$ cat src/rtl/apb_reg_slave_if.sv
// APB bus bundle between the AXI-to-APB bridge (master) and one register completer (slave).
// Signal names keep the completer's point of view so both sides read the same.
interface apb_reg_slave_if;
  logic        iPSEL;
  logic        iPENABLE;
  logic        iPWRITE;
  logic [15:0] iPADDR;
  logic [31:0] iPWDATA;
  logic [31:0] oPRDATA;
  logic        oPREADY;

  modport master (
    output iPSEL, iPENABLE, iPWRITE, iPADDR, iPWDATA,
    input  oPRDATA, oPREADY
  );

  modport slave (
    input  iPSEL, iPENABLE, iPWRITE, iPADDR, iPWDATA,
    output oPRDATA, oPREADY
  );
endinterface

$ cat src/rtl/apb_reg_slave.sv
// APB completer with a word-indexed 32-bit register bank and a programmable number of
// wait states before PREADY; reg0 is a constant ID, reg1 drives oCtrl, reg2 mirrors iStatus.
module apb_reg_slave #(
  parameter int          NUM_REGS    = 16,
  parameter int          WAIT_CYCLES = 2,
  parameter logic [31:0] ID_VALUE    = 32'h7000_A5A5
) (
  input  logic              iClk,
  input  logic              iRsn,
  apb_reg_slave_if.slave    apb,
  input  logic [31:0]       iStatus,
  output logic [31:0]       oCtrl
);

  localparam int IDX_W = (NUM_REGS > 1) ? $clog2(NUM_REGS) : 1;

  // The wait counter is only 4 bits wide, so larger wait counts cannot be honoured.
  if (WAIT_CYCLES < 0 || WAIT_CYCLES > 15) begin : gBadWait
    $error("apb_reg_slave: WAIT_CYCLES must be in 0..15");
  end
  if (NUM_REGS < 3 || NUM_REGS > 16384) begin : gBadRegs
    $error("apb_reg_slave: NUM_REGS must be in 3..16384");
  end

  typedef enum logic {
    IDLE,
    ACCESS
  } state_t;

  state_t      stateQ, stateD;
  logic [3:0]  countQ, countD;
  logic        readyQ, readyD;
  logic [13:0] idxQ;
  logic        writeQ;
  logic [31:0] prdataQ;
  logic [31:0] readData;
  logic [31:0] regs [NUM_REGS];
  logic [13:0] addrIdx;
  logic        setupEvt;
  logic        completeEvt;
  logic        abortEvt;
  logic        commitEvt;
  logic        idxWritable;

  assign addrIdx = apb.iPADDR[15:2];

  always_comb begin
    stateD      = stateQ;
    countD      = countQ;
    setupEvt    = 1'b0;
    completeEvt = 1'b0;
    abortEvt    = 1'b0;
    case (stateQ)
      IDLE: begin
        if (apb.iPSEL && !apb.iPENABLE) begin
          stateD   = ACCESS;
          countD   = 4'(WAIT_CYCLES);
          setupEvt = 1'b1;
        end
      end
      ACCESS: begin
        if (!apb.iPSEL) begin
          stateD   = IDLE;
          countD   = 4'd0;
          abortEvt = 1'b1;
        end else if (countQ != 4'd0) begin
          countD = countQ - 4'd1;
        end else if (apb.iPENABLE) begin
          stateD      = IDLE;
          completeEvt = 1'b1;
        end
      end
      default: begin
        stateD = IDLE;
        countD = 4'd0;
      end
    endcase
  end

  // PREADY is registered from the next-state decode so the bridge sees a clean flop output.
  assign readyD = (stateD == ACCESS) && (countD == 4'd0);

  always_ff @(posedge iClk or negedge iRsn) begin
    if (!iRsn) begin
      stateQ <= IDLE;
      countQ <= 4'd0;
      readyQ <= 1'b0;
      idxQ   <= '0;
      writeQ <= 1'b0;
    end else begin
      stateQ <= stateD;
      countQ <= countD;
      readyQ <= readyD;
      if (setupEvt) begin
        idxQ   <= addrIdx;
        writeQ <= apb.iPWRITE;
      end
    end
  end

  always_comb begin
    readData = '0;
    if (addrIdx == 14'd0) begin
      readData = ID_VALUE;
    end else if (addrIdx == 14'd2) begin
      readData = iStatus;
    end else if (addrIdx < 14'(NUM_REGS)) begin
      readData = regs[addrIdx[IDX_W-1:0]];
    end
  end

  // Read data is captured at the setup edge, so iStatus is a snapshot from that cycle.
  always_ff @(posedge iClk or negedge iRsn) begin
    if (!iRsn) begin
      prdataQ <= '0;
    end else if (setupEvt && !apb.iPWRITE) begin
      prdataQ <= readData;
    end else if (completeEvt || abortEvt) begin
      prdataQ <= '0;
    end
  end

  assign idxWritable = (idxQ == 14'd1) ||
                       ((idxQ >= 14'd3) && (idxQ < 14'(NUM_REGS)));
  assign commitEvt   = completeEvt && writeQ && idxWritable;

  always_ff @(posedge iClk or negedge iRsn) begin
    if (!iRsn) begin
      for (int i = 0; i < NUM_REGS; i++) begin
        regs[i] <= '0;
      end
    end else if (commitEvt) begin
      regs[idxQ[IDX_W-1:0]] <= apb.iPWDATA;
    end
  end

  assign apb.oPREADY = readyQ;
  assign apb.oPRDATA = prdataQ;
  assign oCtrl       = regs[1];

endmodule

$ cat src/flat_wrapper.sv
// flat-port wrapper written by rule: the top's interface ports become plain ports
module apb_reg_slave_flat 
#(
  parameter int          NUM_REGS    = 16,
  parameter int          WAIT_CYCLES = 2,
  parameter logic [31:0] ID_VALUE    = 32'h7000_A5A5
)
  (iClk, iRsn, iStatus, oCtrl, apb_iPSEL, apb_iPENABLE, apb_iPWRITE, apb_iPADDR, apb_iPWDATA, apb_oPRDATA, apb_oPREADY);
  apb_reg_slave_if apb_i ();
  input  logic iClk;
  input  logic iRsn;
  input  logic [31:0] iStatus;
  output logic [31:0] oCtrl;
  input wire logic [$bits(apb_i.iPSEL)-1:0] apb_iPSEL;
  input wire logic [$bits(apb_i.iPENABLE)-1:0] apb_iPENABLE;
  input wire logic [$bits(apb_i.iPWRITE)-1:0] apb_iPWRITE;
  input wire logic [$bits(apb_i.iPADDR)-1:0] apb_iPADDR;
  input wire logic [$bits(apb_i.iPWDATA)-1:0] apb_iPWDATA;
  output wire logic [$bits(apb_i.oPRDATA)-1:0] apb_oPRDATA;
  output wire logic [$bits(apb_i.oPREADY)-1:0] apb_oPREADY;
  assign apb_i.iPSEL = apb_iPSEL;
  assign apb_i.iPENABLE = apb_iPENABLE;
  assign apb_i.iPWRITE = apb_iPWRITE;
  assign apb_i.iPADDR = apb_iPADDR;
  assign apb_i.iPWDATA = apb_iPWDATA;
  assign apb_oPRDATA = apb_i.oPRDATA;
  assign apb_oPREADY = apb_i.oPREADY;
  apb_reg_slave #(.NUM_REGS(NUM_REGS), .WAIT_CYCLES(WAIT_CYCLES), .ID_VALUE(ID_VALUE)) u_core (.iClk(iClk), .iRsn(iRsn), .apb(apb_i), .iStatus(iStatus), .oCtrl(oCtrl));
endmodule
$ cat config.mk
export PLATFORM = sky130hd
export DESIGN_NAME = apb_reg_slave_flat
export DESIGN_NICKNAME = d
export VERILOG_FILES = /design/src/rtl/apb_reg_slave_if.sv /design/src/rtl/apb_reg_slave.sv /design/src/flat_wrapper.sv
export SDC_FILE = /design/constraint.sdc
export NUM_CORES = 1
export LEC_CHECK = 0
export BUFFER_PORTS_ARGS = -buffer_cell sky130_fd_sc_hd__buf_2
export CAP_MARGIN = 20
export CORE_MARGIN = 1
export CORE_UTILIZATION = 50
export CTS_CLUSTER_DIAMETER = 60
export CTS_CLUSTER_SIZE = 30
export DETAILED_ROUTE_END_ITERATION = 6
export HOLD_SLACK_MARGIN = 0.12
export PLACE_DENSITY_LB_ADDON = 0.2
export SLEW_MARGIN = 20
export SYNTH_ARGS = -nofsm -noshare
export SYNTH_HDL_FRONTEND = slang
export SYNTH_SLANG_ARGS = --single-unit
$ cat constraint.sdc
create_clock -name iClk -period 3.05 [get_ports iClk]
set_input_delay 0.7625 -clock iClk [delete_from_list [all_inputs] [get_ports iClk]]
set_output_delay 0.7625 -clock iClk [all_outputs]
set_load 0.01 [all_outputs]
==> results of run 1 <==
-- metal layers --
metal	GRT usage, %	vias up
met5	0	-
met1	34.9	7593
met3	2.81	64
li1	-	6272
met2	38.5	246
met4	6.15	0
-- layout by cell type, fill, tap and decap left out, drive strengths merged, types with 2 or more instances in the layout --
cell type / n
mux4: 74
a21oi: 3
or2: 2
nand2: 14
bufinv: 4
nor4b: 2
nor3b: 4
nand2b: 18
nor2: 6
nor3: 5
a221oi: 26
dfrtp: 565
clkinvlp: 4
nor4: 19
or3: 3
nand3: 4
mux2i: 109
a22oi: 33
o221ai: 26
xnor2: 2
o21ai: 39
clkbuf: 46
buf: 233
mux2: 473
a22o: 26
inv: 17
clkinv: 9
-- flip-flops by register name, summed over array words and instances, names as in the netlist --
register / count
u_core.apb.oPRDATA: 32
u_core.apb.oPREADY: 1
u_core.countQ: 4
u_core.idxQ: 14
u_core.oCtrl: 32
u_core.regs: 480
u_core.stateQ: 1
u_core.writeQ: 1
-- worst max-delay path by stage --
stage                                     startpoint                            to  cells after the start
after floorplan                         apb_iPENABLE  u_core.regs[161]$_DFFE_PN0P_                      6
after global placement                  apb_iPENABLE  u_core.regs[270]$_DFFE_PN0P_                      7
after detailed placement                apb_iPENABLE  u_core.regs[268]$_DFFE_PN0P_                      7
after CTS                 u_core.countQ[0]$_DFF_PN0_  u_core.regs[268]$_DFFE_PN0P_                      8
after global routing      u_core.countQ[0]$_DFF_PN0_  u_core.regs[268]$_DFFE_PN0P_                      8
final                     u_core.countQ[0]$_DFF_PN0_  u_core.regs[267]$_DFFE_PN0P_                      8
-- cells in the mapped netlist (14+ instances only) --
cell type	count	area share, %
sky130_fd_sc_hd__dfrtp_1	565	56
sky130_fd_sc_hd__mux2_2	439	20
sky130_fd_sc_hd__clkbuf_1	127	1.9
sky130_fd_sc_hd__mux2i_1	109	4.3
sky130_fd_sc_hd__mux4_2	74	6.6
sky130_fd_sc_hd__buf_4	54	1.6
sky130_fd_sc_hd__o21ai_0	38	0.75
sky130_fd_sc_hd__buf_2	34	0.67
sky130_fd_sc_hd__mux2_1	34	1.5
sky130_fd_sc_hd__a22oi_1	33	0.98
sky130_fd_sc_hd__a221oi_1	26	0.90
sky130_fd_sc_hd__a22o_1	26	0.90
sky130_fd_sc_hd__o221ai_1	26	0.90
sky130_fd_sc_hd__nand2b_1	18	0.45
sky130_fd_sc_hd__nand2_1	14	0.21
-- power breakdown --
group | internal, mW | leakage (nW) | total, mW | switching [mW]
sequential | 7.55 | 7.86 | 7.61 | 0.0568
clock | 3.13 | 0.735 | 6.17 | 3.04
combinational | 0.366 | 5.42 | 1.04 | 0.679
total | 11.1 | 14.0 | 14.8 | 3.78
-- worst max-delay path, cell delays in order (launching register included) --
cell and delay [ps]:
sky130_fd_sc_hd__dfrtp_1 400, sky130_fd_sc_hd__inv_1 130, sky130_fd_sc_hd__ha_1 210, sky130_fd_sc_hd__nor3b_4 370, sky130_fd_sc_hd__nand3_2 170, sky130_fd_sc_hd__buf_12 210
sky130_fd_sc_hd__nor4_4 600, sky130_fd_sc_hd__buf_4 350, sky130_fd_sc_hd__mux2_2 360
-- area by class of cell --
| cell class | count | area share [%] |
|---|---|---|
| well taps | 672 | 2.96 |
| inverters | 4 | 0.0529 |
| clock buffers | 46 | 3.87 |
| flip-flops and latches | 565 | 49.8 |
| repair buffers | 234 | 6.39 |
| clock inverters | 30 | 1.57 |
| multi-input cells | 898 | 35.3 |
-- metrics by stage --
| step | utilization [%] | setup TNS (ps) | worst slack [ps] |
|---|---|---|---|
| after floorplan | - | 0 | 563 |
| after global placement | 53.6 | -356 | -30.9 |
| after detailed placement | 53.6 | -275 | -32.0 |
| after CTS | 56.7 | 0 | 133 |
| after global routing | 56.7 | 0 | 3.05 |
| final | 56.7 | 0 | 137 |
-- logic make-up after synthesis --
kind of cell	after synthesis
fa+ha+maj	1
buf+inv	235
mux	656
xor+xnor	2
compound gates	159
flops	565
simple gates	80
==> impl_metrics.env, run 1 <==
export IMPL_wire_per_inst_um=24.3
export IMPL_synth_async_reset_ratio_pct=100
export IMPL_critPathCaptureType="flop"
export IMPL_maximum_number_of_pins_on_one_net_before_global_route_repair=98
export IMPL_post_drt_via_cell_ratio=5.79
export IMPL_min_delay_worst_type="flop to flop"
export IMPL_drt_pass1_iter_count=5
export IMPL_max_cap_viol_count=0
export IMPL_netlist_instances=1698
export IMPL_rr_startpoint="u_core.countQ[0]$_DFF_PN0_"
export IMPL_holdCritStartpoint="u_core.regs[423]$_DFFE_PN0P_"
export IMPL_report_final_hold_viol_count=0
export IMPL_worstRegToRegCells=8
export IMPL_dpl_cell_area_um2=26800
export IMPL_post_cts_resize_count=0
export IMPL_synth_edff_count=0
export IMPL_timing_reg2reg_setup_slack_ps=140
export IMPL_p_leak_nw=14.0
export IMPL_synth_simple_gate_area_share_pct=2.59
export IMPL_route_met2_wl_um=28900
export IMPL_synth_top_family_by_area="multiplexers"
export IMPL_num_nets_final=1830
export IMPL_first_global_vias=14715
export IMPL_vdd_ir_drop_max_mv=0.443
export IMPL_clock_path_buffers=3
export IMPL_synth_flop_type="sky130_fd_sc_hd__dfrtp_1"
export IMPL_worst_slew_margin_rel_pct=35.5
export IMPL_gp_congestion=0.767
export IMPL_drt_met1_wl_um=27300
export IMPL_area_delta_synth_final_pct=12.2
export IMPL_fmaxAchievable_mhz=343
export IMPL_fin_skew_ps=31.4
export IMPL_outcome="finished clean"
export IMPL_core_area_um2=50100
export IMPL_synth_compound_area_share_pct=4.72
export IMPL_post_synth_fa_ha_maj_area_fraction_pct=0.0494
export IMPL_drc_errors=0
export IMPL_synth_warnings=0
export IMPL_clock_latency_ps=600
export IMPL_ff_latch_area_um2=14100
export IMPL_hold_worst_slack_ps=377
export IMPL_layout_filler_cells=4105
export IMPL_netlist_area_um2=25300
export IMPL_post_synth_mux_area_share_pct=31.9
export IMPL_grt_first_pass_wirelength_um=92000
export IMPL_finish_instance_area_um2=28400
export IMPL_clk_root_buffer_cell="sky130_fd_sc_hd__clkbuf_16"
export IMPL_wl_met3_um=2270
export IMPL_powerDensity_nw_per_um2=522
export IMPL_grt_setup_unrepaired="false"
export IMPL_htree_levels=2
export IMPL_cts_tree="done"
export IMPL_die_width_um=227
export IMPL_yosysSeqAreaShare_pct=55.9
export IMPL_detailroute_via_count=14175
export IMPL_numClockSinks=565
export IMPL_clk_transition_reported_paths_ps=80
export IMPL_total_global_route_track_usage_pct=24.0
export IMPL_final_antenna_net_count=0
export IMPL_path_max_fanout=14
export IMPL_initial_utilization_pct=50.5
export IMPL_design_die_area_um2=51500
export IMPL_globalRoute_totalOverflow=0
export IMPL_drive_gt1_share_pct=47.6
export IMPL_multi_input_area_um2=10000
export IMPL_synthXorXnorAreaFrac_pct=0.0692
export IMPL_drc_violation_total_after_the_first_tritonroute_iteration=896
export IMPL_yosys_register_bits=565
export IMPL_die_height_um=227
export IMPL_crit_reg2reg_capture="u_core.regs[267]$_DFFE_PN0P_"
export IMPL_maxUsedRoutingLayer="met4"
export IMPL_totalWireLength_um=59600
export IMPL_cp_data_arrival_time_ps=3390
export IMPL_place_port_buffers=147
export IMPL_cts_hold_buf=1
export IMPL_worst_pin_slew_ps=961
export IMPL_post_cts_setup_buffer_count=0
export IMPL_grt_antenna_before_repair=1
export IMPL_timing_critical_path_from_type="flop"
export IMPL_post_route_period_util_pct=95.5
export IMPL_min_delay_path_depth=0
export IMPL_hold_end="u_core.regs[423]$_DFFE_PN0P_"
export IMPL_crit_type="flop to flop"
export IMPL_synth_avg_cell_area_um2=14.9
export IMPL_critical_path_required_ps=3530
export IMPL_post_place_cells=2372
export IMPL_stdcell_count=2449
export IMPL_syn_num_nets=1784
export IMPL_detailedPlacementHpwl_um=37900
export IMPL_number_of_distinct_library_cells_after_synthesis=45
export IMPL_finalCriticalPeriod_ps=2910
export IMPL_design_power_total_mw=14.8
export IMPL_cts_buffers=41
export IMPL_count_of_pins_over_their_slew_limit=0
export IMPL_setup_violations=0
export IMPL_n_antenna_cell=0
export IMPL_std_cell_rows=82
export IMPL_ioPinCount=150
No activity file was read; power rests on OpenSTA's default activity.
==> run 2, diff against run 1 <==
==> constraint.sdc (replaced) <==
create_clock -name iClk -period 2.5 [get_ports iClk]
set_input_delay 0.625 -clock iClk [delete_from_list [all_inputs] [get_ports iClk]]
set_output_delay 0.625 -clock iClk [all_outputs]
set_load 0.01 [all_outputs]
==> run 2 against run 1 <==
Compared with the run above: first-iteration DRC count increased by 0.22%; final area increased by 1.8%; fmax increased by 19%; largest power group unchanged; highest routed layer unchanged.
==> impl_metrics.env, run 2 (synthesis results as in run 1) <==
export IMPL_outcome="finished clean"
export IMPL_layout_filler_cells=3993
export IMPL_detailroute_via_count=14506
export IMPL_post_route_period_util_pct=98.2
export IMPL_worst_slew_margin_rel_pct=36.3
export IMPL_report_final_hold_viol_count=0
export IMPL_wire_per_inst_um=24.5
export IMPL_drive_gt1_share_pct=49.5
export IMPL_grt_first_pass_wirelength_um=94000
export IMPL_design_die_area_um2=51500
export IMPL_timing_reg2reg_setup_slack_ps=40
export IMPL_clk_transition_reported_paths_ps=90
export IMPL_timing_critical_path_from_type="flop"
export IMPL_rr_startpoint="u_core.countQ[1]$_DFF_PN0_"
export IMPL_min_delay_worst_type="input port to flop"
export IMPL_std_cell_rows=82
export IMPL_count_of_pins_over_their_slew_limit=0
export IMPL_post_drt_via_cell_ratio=5.79
export IMPL_clock_path_buffers=3
export IMPL_totalWireLength_um=61500
export IMPL_accumulated_negative_setup_slack_ps=0
export IMPL_worst_pin_slew_ps=955
export IMPL_clk_root_buffer_cell="sky130_fd_sc_hd__clkbuf_16"
export IMPL_numClockSinks=565
export IMPL_crit_slowest_cell="sky130_fd_sc_hd__dfrtp_1"
export IMPL_grt_antenna_before_repair=1
export IMPL_timing_critical_path_slowest_cell_delay_ps=410
export IMPL_drc_violation_total_after_the_first_tritonroute_iteration=898
export IMPL_die_height_um=227
export IMPL_crit_reg2reg_capture="u_core.regs[156]$_DFFE_PN0P_"
export IMPL_drc_errors=0
export IMPL_worstRegToRegCells=9
export IMPL_die_width_um=227
export IMPL_final_common_cell="sky130_fd_sc_hd__dfrtp_1"
export IMPL_critPathBufInv=4
export IMPL_first_global_vias=15260
export IMPL_num_nets_final=1890
export IMPL_globalRoute_totalOverflow=0
export IMPL_cp_depth=9
export IMPL_crit_type="flop to flop"
export IMPL_max_cap_viol_count=0
export IMPL_setup_violations=0
export IMPL_critical_path_required_ps=2960
export IMPL_startpoint="u_core.countQ[1]$_DFF_PN0_"
export IMPL_p_leak_nw=14.3
export IMPL_gp_congestion=0.782
export IMPL_clock_latency_ps=590
export IMPL_fin_skew_ps=31.3
export IMPL_critical_path_top_delay_family="simple AND/OR/NAND/NOR gates"
export IMPL_fmaxAchievable_mhz=407
export IMPL_finalCriticalPeriod_ps=2460
export IMPL_powerDensity_nw_per_um2=611
export IMPL_cp_cell_sequence="inv_2, ha_2, nor3b_4, nand3_4, buf_12, nor4_4, buf_4, buf_8, mux2_2"
export IMPL_hold_worst_slack_ps=247
export IMPL_final_antenna_net_count=0
export IMPL_cp_data_arrival_time_ps=2920
export IMPL_core_area_um2=50100
export IMPL_place_port_buffers=147
export IMPL_detailedPlacementHpwl_um=38700
export IMPL_multi_input_area_um2=10100
export IMPL_htree_levels=2
export IMPL_largest_register="u_core.regs"
export IMPL_fin_util_pct=57.7
export IMPL_cts_tree="done"
export IMPL_area_delta_synth_final_pct=14.2
export IMPL_max_reg_flops=480
export IMPL_total_global_route_track_usage_pct=24.5
export IMPL_cts_buffers=41
export IMPL_n_antenna_cell=0
export IMPL_final_cell_mix="565 x sky130_fd_sc_hd__dfrtp_1, 439 x sky130_fd_sc_hd__mux2_2, 144 x sky130_fd_sc_hd__buf_2"
export IMPL_maximum_number_of_pins_on_one_net_before_global_route_repair=92
export IMPL_initial_utilization_pct=50.5
export IMPL_critPathCaptureType="flop"
export IMPL_path_max_fanout=13
export IMPL_ff_latch_area_um2=14100
export IMPL_setup_worst_path_end="u_core.regs[156]$_DFFE_PN0P_"
export IMPL_vdd_ir_drop_max_mv=0.430
export IMPL_ioPinCount=150
export IMPL_drt_pass1_iter_count=5
run 2: cell type report:
class | count | share of cell area, %
clock buffer | 47 | 3.77
clock inverter | 27 | 1.03
inverter | 4 | 0.0520
multi-input combinational | 898 | 34.8
sequential | 565 | 48.9
tap | 672 | 2.91
timing repair buffer | 294 | 8.53
run 2: per-layer routing:
| metal | GRT usage (%) | routed length [um] |
|---|---|---|
| met5 | 0 | 0 |
| met4 | 5.72 | 1130 |
| met1 | 34.4 | 27800 |
| met3 | 3.59 | 2350 |
| met2 | 40.5 | 30200 |
run 2: worst min-delay path by stage:
stage	startpoint	end	slack, ps	cells past startpoint
3_3_place_gp	u_core.regs[423]$_DFFE_PN0P_	u_core.regs[423]$_DFFE_PN0P_	360	0
6_report	iStatus[23]	u_core.apb.oPRDATA[23]$_DFFE_PN0P_	250	3
4_1_cts	iStatus[23]	u_core.apb.oPRDATA[23]$_DFFE_PN0P_	220	3
5_1_grt	iStatus[23]	u_core.apb.oPRDATA[23]$_DFFE_PN0P_	250	3
3_5_place_dp	u_core.regs[429]$_DFFE_PN0P_	u_core.regs[429]$_DFFE_PN0P_	360	0
2_1_floorplan	iRsn	u_core.apb.oPRDATA[0]$_DFFE_PN0P_	330	0
run 2: what timing repair did:
action | 4_1_cts | 5_1_grt
endpoints found under the setup margin | 41 | 223
setup buffers | 1 | 12
resized for setup | 1 | 13
endpoints found under the hold margin | 25 | 0
gates cloned | 0 | 6
hold buffers | 1 | 0
pin swaps | 1 | 4
run 2: through the flow:
step	instance area (um^2)	worst slack (ps)	std cells	power [mW]
6_report	28900	44.4	2507	17.6
3_5_place_dp	27200	-161	2413	10.8
3_3_place_gp	27200	-320	2413	10.8
5_1_grt	28900	-34.2	2507	18.3
4_1_cts	28600	37.0	2489	17.8
2_1_floorplan	25300	62.4	1698	10.1
run 2: worst reg2reg max path, cell delays in order, from the launching register on:
cell and delay, ps:
sky130_fd_sc_hd__dfrtp_1 410, sky130_fd_sc_hd__inv_2 70, sky130_fd_sc_hd__ha_2 180, sky130_fd_sc_hd__nor3b_4 270, sky130_fd_sc_hd__nand3_4 150, sky130_fd_sc_hd__buf_12 200, sky130_fd_sc_hd__nor4_4 300, sky130_fd_sc_hd__buf_4 190
sky130_fd_sc_hd__buf_8 210, sky130_fd_sc_hd__mux2_2 370
run 2: report_power, final:
| part | switching [mW] | internal (mW) |
|---|---|---|
| Sequential | 0.0691 | 9.21 |
| Combinational | 0.872 | 0.540 |
| Clock | 3.54 | 3.41 |
| Total | 4.48 | 13.2 |
